$ cat src/rtl/hit_rate_monitor.sv
// hit_rate_monitor
//   Counts cache accesses and hits. On request it computes the hit rate as
//   floor(100 * hits / accesses) with a serial restoring divider.
//
// Ports
//   clk           in   single clock, rising edge
//   rst           in   synchronous, active-high reset
//   access_valid  in   one-cycle pulse per completed cache access
//   access_hit    in   hit flag, qualified by access_valid
//   clear         in   pulse, zeroes both counters (does not touch the divider)
//   finish        in   pulse, starts a hit-rate computation (taken in IDLE only)
//   access_count  out  [CNT_W]  qualified access count, saturating
//   hit_count     out  [CNT_W]  qualified hit count, saturating
//   hit_rate      out  [RATE_W] result of the last completed computation
//   busy          out  high while the divider runs
//   done          out  one-cycle pulse when a result has been loaded
module hit_rate_monitor #(
  parameter int CNT_W  = 14,
  parameter int RATE_W = 7
) (
  input  logic              clk,
  input  logic              rst,
  input  logic              access_valid,
  input  logic              access_hit,
  input  logic              clear,
  input  logic              finish,
  output logic [CNT_W-1:0]  access_count,
  output logic [CNT_W-1:0]  hit_count,
  output logic [RATE_W-1:0] hit_rate,
  output logic              busy,
  output logic              done
);

  localparam int DIV_W  = CNT_W + RATE_W;
  localparam int ITER_W = $clog2(DIV_W);
  localparam logic [ITER_W-1:0] LAST_ITER = ITER_W'(DIV_W - 1);
  localparam logic [CNT_W-1:0]  CNT_MAX   = '1;
  localparam logic [DIV_W-1:0]  PCT_SCALE = DIV_W'(100);

  typedef enum logic [1:0] {IDLE, DIVIDE, DONE} state_e;

  state_e              state_q, state_d;
  logic [CNT_W-1:0]    acc_q, acc_d;
  logic [CNT_W-1:0]    hit_q, hit_d;
  logic [RATE_W-1:0]   rate_q, rate_d;

  // Divider datapath: no reset needed, it is always loaded before use.
  logic [ITER_W-1:0]   iter_q, iter_d;
  logic [CNT_W-1:0]    divisor_q, divisor_d;
  logic [CNT_W-1:0]    rem_q, rem_d;
  logic [DIV_W-1:0]    quo_q, quo_d;

  logic [CNT_W:0]      trial;
  logic [CNT_W:0]      diff;
  logic [CNT_W-1:0]    rem_step;
  logic [DIV_W-1:0]    quo_step;

  // Counters: clear wins over a same-cycle access. Once access_count is at
  // its maximum both counters freeze, which keeps hit_count <= access_count.
  always_comb begin
    acc_d = acc_q;
    hit_d = hit_q;
    if (clear) begin
      acc_d = '0;
      hit_d = '0;
    end else if (access_valid && (acc_q != CNT_MAX)) begin
      acc_d = acc_q + 1'b1;
      if (access_hit) begin
        hit_d = hit_q + 1'b1;
      end
    end
  end

  // One restoring-division step. quo_q starts as the dividend and shifts
  // left, taking quotient bits in at the bottom. The remainder is always
  // below the divisor, so trial < 2*divisor and the borrow bit of diff is
  // exactly "trial < divisor".
  always_comb begin
    trial    = {rem_q, quo_q[DIV_W-1]};
    diff     = trial - {1'b0, divisor_q};
    rem_step = trial[CNT_W-1:0];
    quo_step = {quo_q[DIV_W-2:0], 1'b0};
    if (!diff[CNT_W]) begin
      rem_step = diff[CNT_W-1:0];
      quo_step = {quo_q[DIV_W-2:0], 1'b1};
    end
  end

  always_comb begin
    state_d   = state_q;
    rate_d    = rate_q;
    iter_d    = iter_q;
    divisor_d = divisor_q;
    rem_d     = rem_q;
    quo_d     = quo_q;
    case (state_q)
      IDLE: begin
        if (finish) begin
          if (acc_q == '0) begin
            rate_d  = '0;
            state_d = DONE;
          end else begin
            // Snapshot: later accesses keep counting but do not disturb this run.
            divisor_d = acc_q;
            quo_d     = {{RATE_W{1'b0}}, hit_q} * PCT_SCALE;
            rem_d     = '0;
            iter_d    = '0;
            state_d   = DIVIDE;
          end
        end
      end
      DIVIDE: begin
        rem_d  = rem_step;
        quo_d  = quo_step;
        iter_d = iter_q + 1'b1;
        if (iter_q == LAST_ITER) begin
          // hits <= accesses bounds the quotient at 100, so the low bits hold it all.
          rate_d  = quo_step[RATE_W-1:0];
          state_d = DONE;
        end
      end
      DONE:    state_d = IDLE;
      default: state_d = IDLE;
    endcase
  end

  always_ff @(posedge clk) begin
    if (rst) begin
      state_q <= IDLE;
      acc_q   <= '0;
      hit_q   <= '0;
      rate_q  <= '0;
    end else begin
      state_q <= state_d;
      acc_q   <= acc_d;
      hit_q   <= hit_d;
      rate_q  <= rate_d;
    end
  end

  always_ff @(posedge clk) begin
    iter_q    <= iter_d;
    divisor_q <= divisor_d;
    rem_q     <= rem_d;
    quo_q     <= quo_d;
  end

  assign access_count = acc_q;
  assign hit_count    = hit_q;
  assign hit_rate     = rate_q;
  assign busy         = (state_q == DIVIDE);
  assign done         = (state_q == DONE);

endmodule

$ cat config.mk
export PLATFORM = sky130hd
export DESIGN_NAME = hit_rate_monitor
export DESIGN_NICKNAME = d
export VERILOG_FILES = /design/src/rtl/hit_rate_monitor.sv
export SDC_FILE = /design/constraint.sdc
export NUM_CORES = 1
export LEC_CHECK = 0
export ABC_AREA = 0
export CAP_MARGIN = 20
export CELL_PAD_IN_SITES_DETAIL_PLACEMENT = 1
export CELL_PAD_IN_SITES_GLOBAL_PLACEMENT = 1
export CORE_MARGIN = 10
export CORE_UTILIZATION = 42
export CTS_CLUSTER_SIZE = 14
export DETAILED_ROUTE_END_ITERATION = 10
export PLACE_DENSITY = 0.89
export SETUP_SLACK_MARGIN = 0.3
export SLEW_MARGIN = 10
export SYNTH_ARGS = -nofsm -noshare
export SYNTH_HDL_FRONTEND = slang
export SYNTH_SLANG_ARGS = --single-unit
$ cat constraint.sdc
create_clock -name clk -period 3.1 [get_ports clk]
set_input_delay 0.62 -clock clk [delete_from_list [all_inputs] [get_ports clk]]
set_output_delay 0.62 -clock clk [all_outputs]
set_load 0.1 [all_outputs]
# Yosys cells after proc, flatten, opt, wreduce, memory -nomap -nowiden

Index checks and enable logic that the tools add are counted.

Add/sub/neg operators: 4
Equality and inequality tests: 8
$mul: 1
Bitwise operators: 1
Multiplexer cells: 19
Reduce and logical (&&, ||, !) cells: 10

Operators by type and width:

| cell                    | count |
|---|---|
| $mux W14                | 3 |
| $mux W21                | 2 |
| $pmux W21 S2            | 1 |
| $add A14 B1 Y14 const B | 2 |
| $pmux W14 S2            | 1 |
| $mux W7                 | 3 |
| $mul A14 B5 Y19 const B | 1 |
| $sub A15 B14 Y15        | 1 |
| $logic_not A14 Y1       | 1 |
| $ne A14 B14 Y1 const B  | 1 |
| $pmux W7 S2             | 1 |
| $mux W5                 | 2 |
| $pmux W5 S2             | 1 |
| $mux W2                 | 3 |
| $ne A2 B2 Y1 const B    | 3 |
| $reduce_and A3 Y1       | 2 |
| $add A5 B1 Y5 const B   | 1 |
| $eq A5 B5 Y1 const B    | 1 |
| $pmux W2 S2             | 1 |
| $reduce_and A2 Y1       | 2 |
| $reduce_and A4 Y1       | 1 |
| $eq A2 B1 Y1 const B    | 1 |
| $eq A2 B2 Y1 const B    | 1 |
| $logic_not A2 Y1        | 1 |
| 6 further kinds         | 6 |

Output and inout bits: 37
Logic and storage cells: 51
Input bits: 6
Flip-flop bits (word level): 91

# Logic depth before layout (Yosys ltp)

Depth in word-level cells: 4
Depth in mapped cells: 13
Mapped depth without buffers: 13

# Worst setup path before layout

No wires, ideal clock.

Kind: reg-to-reg
Start: reg acc_q[0] (netlist: access_count[0])
End: reg iter_q[0], enable pin
Buffers on the path: 0
Path slack: -1,057 ps
Period minus slack after synthesis: 4,157 ps
Stages on the path, launching flop included: 7
Arrival time: 3,706 ps
Library setup time: 451 ps
Required time: 2,649 ps
Cell sequence: dfxtp_1 > inv_1 > ha_1 > nor4b_1 > nand4_1 > nand2_1 > a21oi_1

Word-level cells in the longest chain between the ends: 3

RTL lines:

| what                               | RTL line | RTL |
|---|---|---|
| start: declaration                 | 43       | `logic [CNT_W-1:0] acc_q, acc_d;` |
| start signal: assignment           | 130      | `acc_q <= '0;` |
| start signal: assignment           | 135      | `acc_q <= acc_d;` |
| $logic_not A14 Y1                  | 99       | `if (acc_q == '0) begin` |
| $ne A2 B2 Y1 (no source line)      | n/a      |  |
| $reduce_and A3 Y1 (no source line) | n/a      |  |
| end signal: assignment             | 142      | `iter_q <= iter_d;` |
| end: declaration                   | 48       | `logic [ITER_W-1:0] iter_q, iter_d;` |

Every way passes these cells.
A chain may end at the register's enable or synchronous reset.

# Worst setup path after layout

Start: reg hit_q[4] (netlist: hit_count[4])
End: reg quo_q[17], data pin

Word-level cells in the longest chain between the ends: 4

RTL lines:

| what                     | RTL line | RTL |
|---|---|---|
| start: declaration       | 44       | `logic [CNT_W-1:0] hit_q, hit_d;` |
| start signal: assignment | 136      | `hit_q <= hit_d;` |
| $mul A14 B5 Y19          | 105      | `quo_d = {{RATE_W{1'b0}}, hit_q} * PCT_SCALE;` |
| $mux W21                 | 99       |  |
| $mux W21                 | 98       | `if (finish) begin` |
| $pmux W21 S2             | 96       | `case (state_q)` |
| named net quo_d[17]      | 51       | `logic [DIV_W-1:0] quo_q, quo_d;` |
| end signal: assignment   | 145      | `quo_q <= quo_d;` |
| end: declaration         | 51       |  |

The timed path passes the listed nets, and every way through them passes these cells. The select of a mux whose other input is x is not followed.

==> results.py <==
metrics = {
    "status": {
        "outcome": "finished with violations",
        "violations": "negative setup slack",
    },
    "timing": {
        "drv_slew": 0,
        "rsz0062_at_grt": "true",
        "finalHoldViolCount": 0,
        "whs_ns": 0.513,
        "final.min_clock_period_ns": 3.14,
        "slew_headroom": 0.538,
        "max_freq_ghz": 0.318,
        "worst_slew_pin_slew_ns": 0.692,
        "fin_worst_skew_ns": 0.00885,
        "fin_ws_ns": -0.0437,
        "tns_ns": -0.0753,
        "setup_violations": 2,
        "finalCritPeriodShare": 1.01,
    },
    "worst_setup_path": {
        "path_max_fanout": 4,
        "crit_slowest_cell": "fa_1",
        "worst_ep_required_time_ns": 3.32,
        "cp.depth": 13,
        "cp.arrival_ns": 3.37,
        "crit_path_cell_trace": "ha_4 > ha_4 > inv_2 > fa_1 > inv_2 > ha_4 > o21ai_4 > o21ai_2 > a41oi_2 > nor2b_2 > nor3_2 > or4_1 > nand3_1",
        "endpoint_kind": "flop",
        "cp-start-kind": "flop",
        "startpoint": "hit_count[4]",
        "endpoint": "quo_q[17]",
        "crit_family": "adder cells",
        "r2r_end": "quo_q[17]",
        "cp_num_buf_inv": 2,
        "path_class": "reg -> reg",
        "reg2reg_from": "hit_count[4]",
        "path_common_cell": "ha_4",
        "rrSetupSlack_ns": -0.04,
        "slowest_delay_ns": 0.49,
        "rr_worst_depth": 13,
    },
    "placed_design": {
        "finalWeightedCongestion": 0.858,
        "port_buffers": 42,
        "dpl.hpwl_um": 11700,
        "dp.cells": 816,
    },
    "cts": {
        "cts-htree-levels": 3,
        "cts_tree": "built",
        "clkSinkCount": 91,
        "clk_latency_ns": 0.36,
        "cts_made_buffers": 9,
        "clk_pin_slew_ns": 0.07,
        "cts-root-buf": "clkbuf_16",
        "cts_buffer_depth": 2,
    },
    "global_routing": {
        "grt_pass1_vias": 5374,
        "grt_max_degree": 41,
        "grt_usage": 0.198,
        "grt_pass1_wl_um": 29100,
        "grt_antenna_before_repair": 0,
        "grt_overflow_total": 0,
    },
    "power_and_ir_drop": {
        "clkPwrFrac": 0.418,
        "intPower_uw": 2010,
        "powerDensity_nw_per_um2": 362,
        "ir_drop_mv": 0.250,
        "sw_frac_of_total": 0.260,
        "p_switching_uw": 706,
        "seqPwrFrac": 0.485,
        "pwr-share-comb": 0.097,
        "p_leak_uw": 0.00301,
    },
    "flow_run": {
        "maxCapViolations": 0,
    },
    "yosys": {
        "synth_edf_count": 54,
        "synth_cells": 608,
        "postSynthAreaPerCell_um2": 9.59,
        "synthesis.nets": 689,
        "synthArstFlopShare": 0,
        "ys_top_cells_by_area": "edfxtp_1 (28%), ha_1 (14%), dfxtp_1 (13%)",
        "yosys.area.top_type": "edfxtp_1",
        "yosysWarnings": 0,
        "ys.flop_type": "edfxtp_1",
        "synth_top_area_frac": 0.278,
        "yosysMostFrequentCell": "nand2_1",
        "ys_types": 62,
        "synth-seq-cells": 91,
        "syn_area_um2": 5830,
        "ys_seq_area_frac": 0.405,
        "synth_commonest_cells": "nand2_1 (68), ha_1 (65), inv_1 (63)",
    },
    "route": {
        "drc": 0,
        "viasPerCell": 5.77,
        "drt_wl_total_um": 19800,
        "drt_iter0_markers": 380,
        "wl_per_cell_um": 22.8,
        "antenna_left": 0,
        "first_pass_iters": 5,
        "vias": 4996,
    },
    "floorplan": {
        "core-area_um2": 13400,
        "dieArea_um2": 19000,
        "dieHeight_um": 138,
        "boundaryPins": 43,
        "rows": 42,
        "initial_core_util": 0.435,
        "die_w_um": 138,
    },
    "cells_and_area": {
        "instances_no_fill": 866,
        "area_growth_pct": 28.6,
        "drive_above_1_share": 0.291,
        "diodes": 0,
        "nets": 766,
    },
    "min_path": {
        "hp-class": "reg -> reg",
    },
}
cell families (layout without fill, tap and decap cells):
logic type                 count (synthesis)  after routing  synth area share
and+or+nand+nor                          200            201             0.167
AOI/OAI and AO/OA                        118            118             0.133
DFF                                       91             91             0.405
adders and majority gates                 75             75             0.174
xor gates and xnor gates                  44             44            0.0661
buffers and inverters                     80            161            0.0552
through the flow:
| step | util | area (µm²) | power, µW | setup WS, ns |
|---|---|---|---|---|
| 2_1_floorplan | - | 6180 | 1510 | 0.0380 |
| 3_3_place_gp | 0.500 | 6710 | 1560 | 0.140 |
| 3_5_place_dp | 0.500 | 6710 | 1580 | -0.0131 |
| 4_1_cts | 0.541 | 7250 | 2690 | 0.0768 |
| 5_1_grt | 0.559 | 7490 | 2800 | -0.116 |
| 6_report | 0.559 | 7490 | 2720 | -0.0437 |
layout by cell type (no fill, tap or decap), drive strengths merged, types with 21 or more instances in the layout:
cell / instances
buf: 76
nor2: 61
o21ai: 30
a21oi: 40
nand2: 68
ha: 65
dfxtp: 37
xor2: 21
inv: 64
xnor2: 23
edfxtp: 54
worst min-delay path by stage:
stage / startpoint / to / slack [ns] / cells after the start
floorplan: quo_q[9] / quo_q[10] / 0.50 / 1
global placement: hit_rate[0] / hit_rate[0] / 0.48 / 2
detailed placement: hit_rate[2] / hit_rate[2] / 0.48 / 2
CTS: access_count[1] / divisor_q[1] / 0.51 / 0
global route: access_count[1] / divisor_q[1] / 0.52 / 0
finish: access_count[1] / divisor_q[1] / 0.51 / 0
area by class of cell:
class                   instances  area (µm²)
clock buffers                  10         229
clock inverters                 6        65.1
fillers                      1460        5910
inverters                      64         240
multi-input cells             438        3690
flip-flops and latches         91        2410
well taps                     176         220
repair buffers                 81         637
power groups by stage:
stage               Combinational, µW  Clock, µW  Sequential, µW
global route                      282       1200            1320
floorplan                         159          0            1350
CTS                               240       1140            1320
finish                            263       1140            1320
detailed placement                236          0            1340
global placement                  223          0            1340
worst register-to-register path: cells and delay by family (launching register included):
family          cells  cell delay [ns]
fa+ha+maj           4             1.34
simple gates        4             0.77
compound gates      3             0.44
flops               1             0.37
buf+inv             2             0.09
metal layers:
| layer | global-route usage | vias to the layer above | part of all wire |
|---|---|---|---|
| li1 | - | 2273 | - |
| met1 | 0.225 | 2546 | 0.41 |
| met2 | 0.347 | 134 | 0.52 |
| met3 | 0.0444 | 43 | 0.043 |
| met4 | 0.0910 | 0 | 0.028 |
| met5 | 0 | - | 0 |
sequential cells by signal, summed over array words and instances (netlist names):
name / flops
hit_count: 14
access_count: 14
hit_rate: 7
iter_q: 5
divisor_q: 14
state_q: 2
quo_q: 21
rem_q: 14
what timing repair did:
action | 4_1_cts | 5_1_grt
hold buffers | 0 | 0
gates resized for setup | 23 | 37
pin swaps | 25 | 30
setup buffers | 21 | 12
endpoints found under the hold margin | 0 | 0
setup endpoints to repair | 8 | 26
gates cloned | 0 | 1
Note: power is estimated with default switching activity, not from simulation.
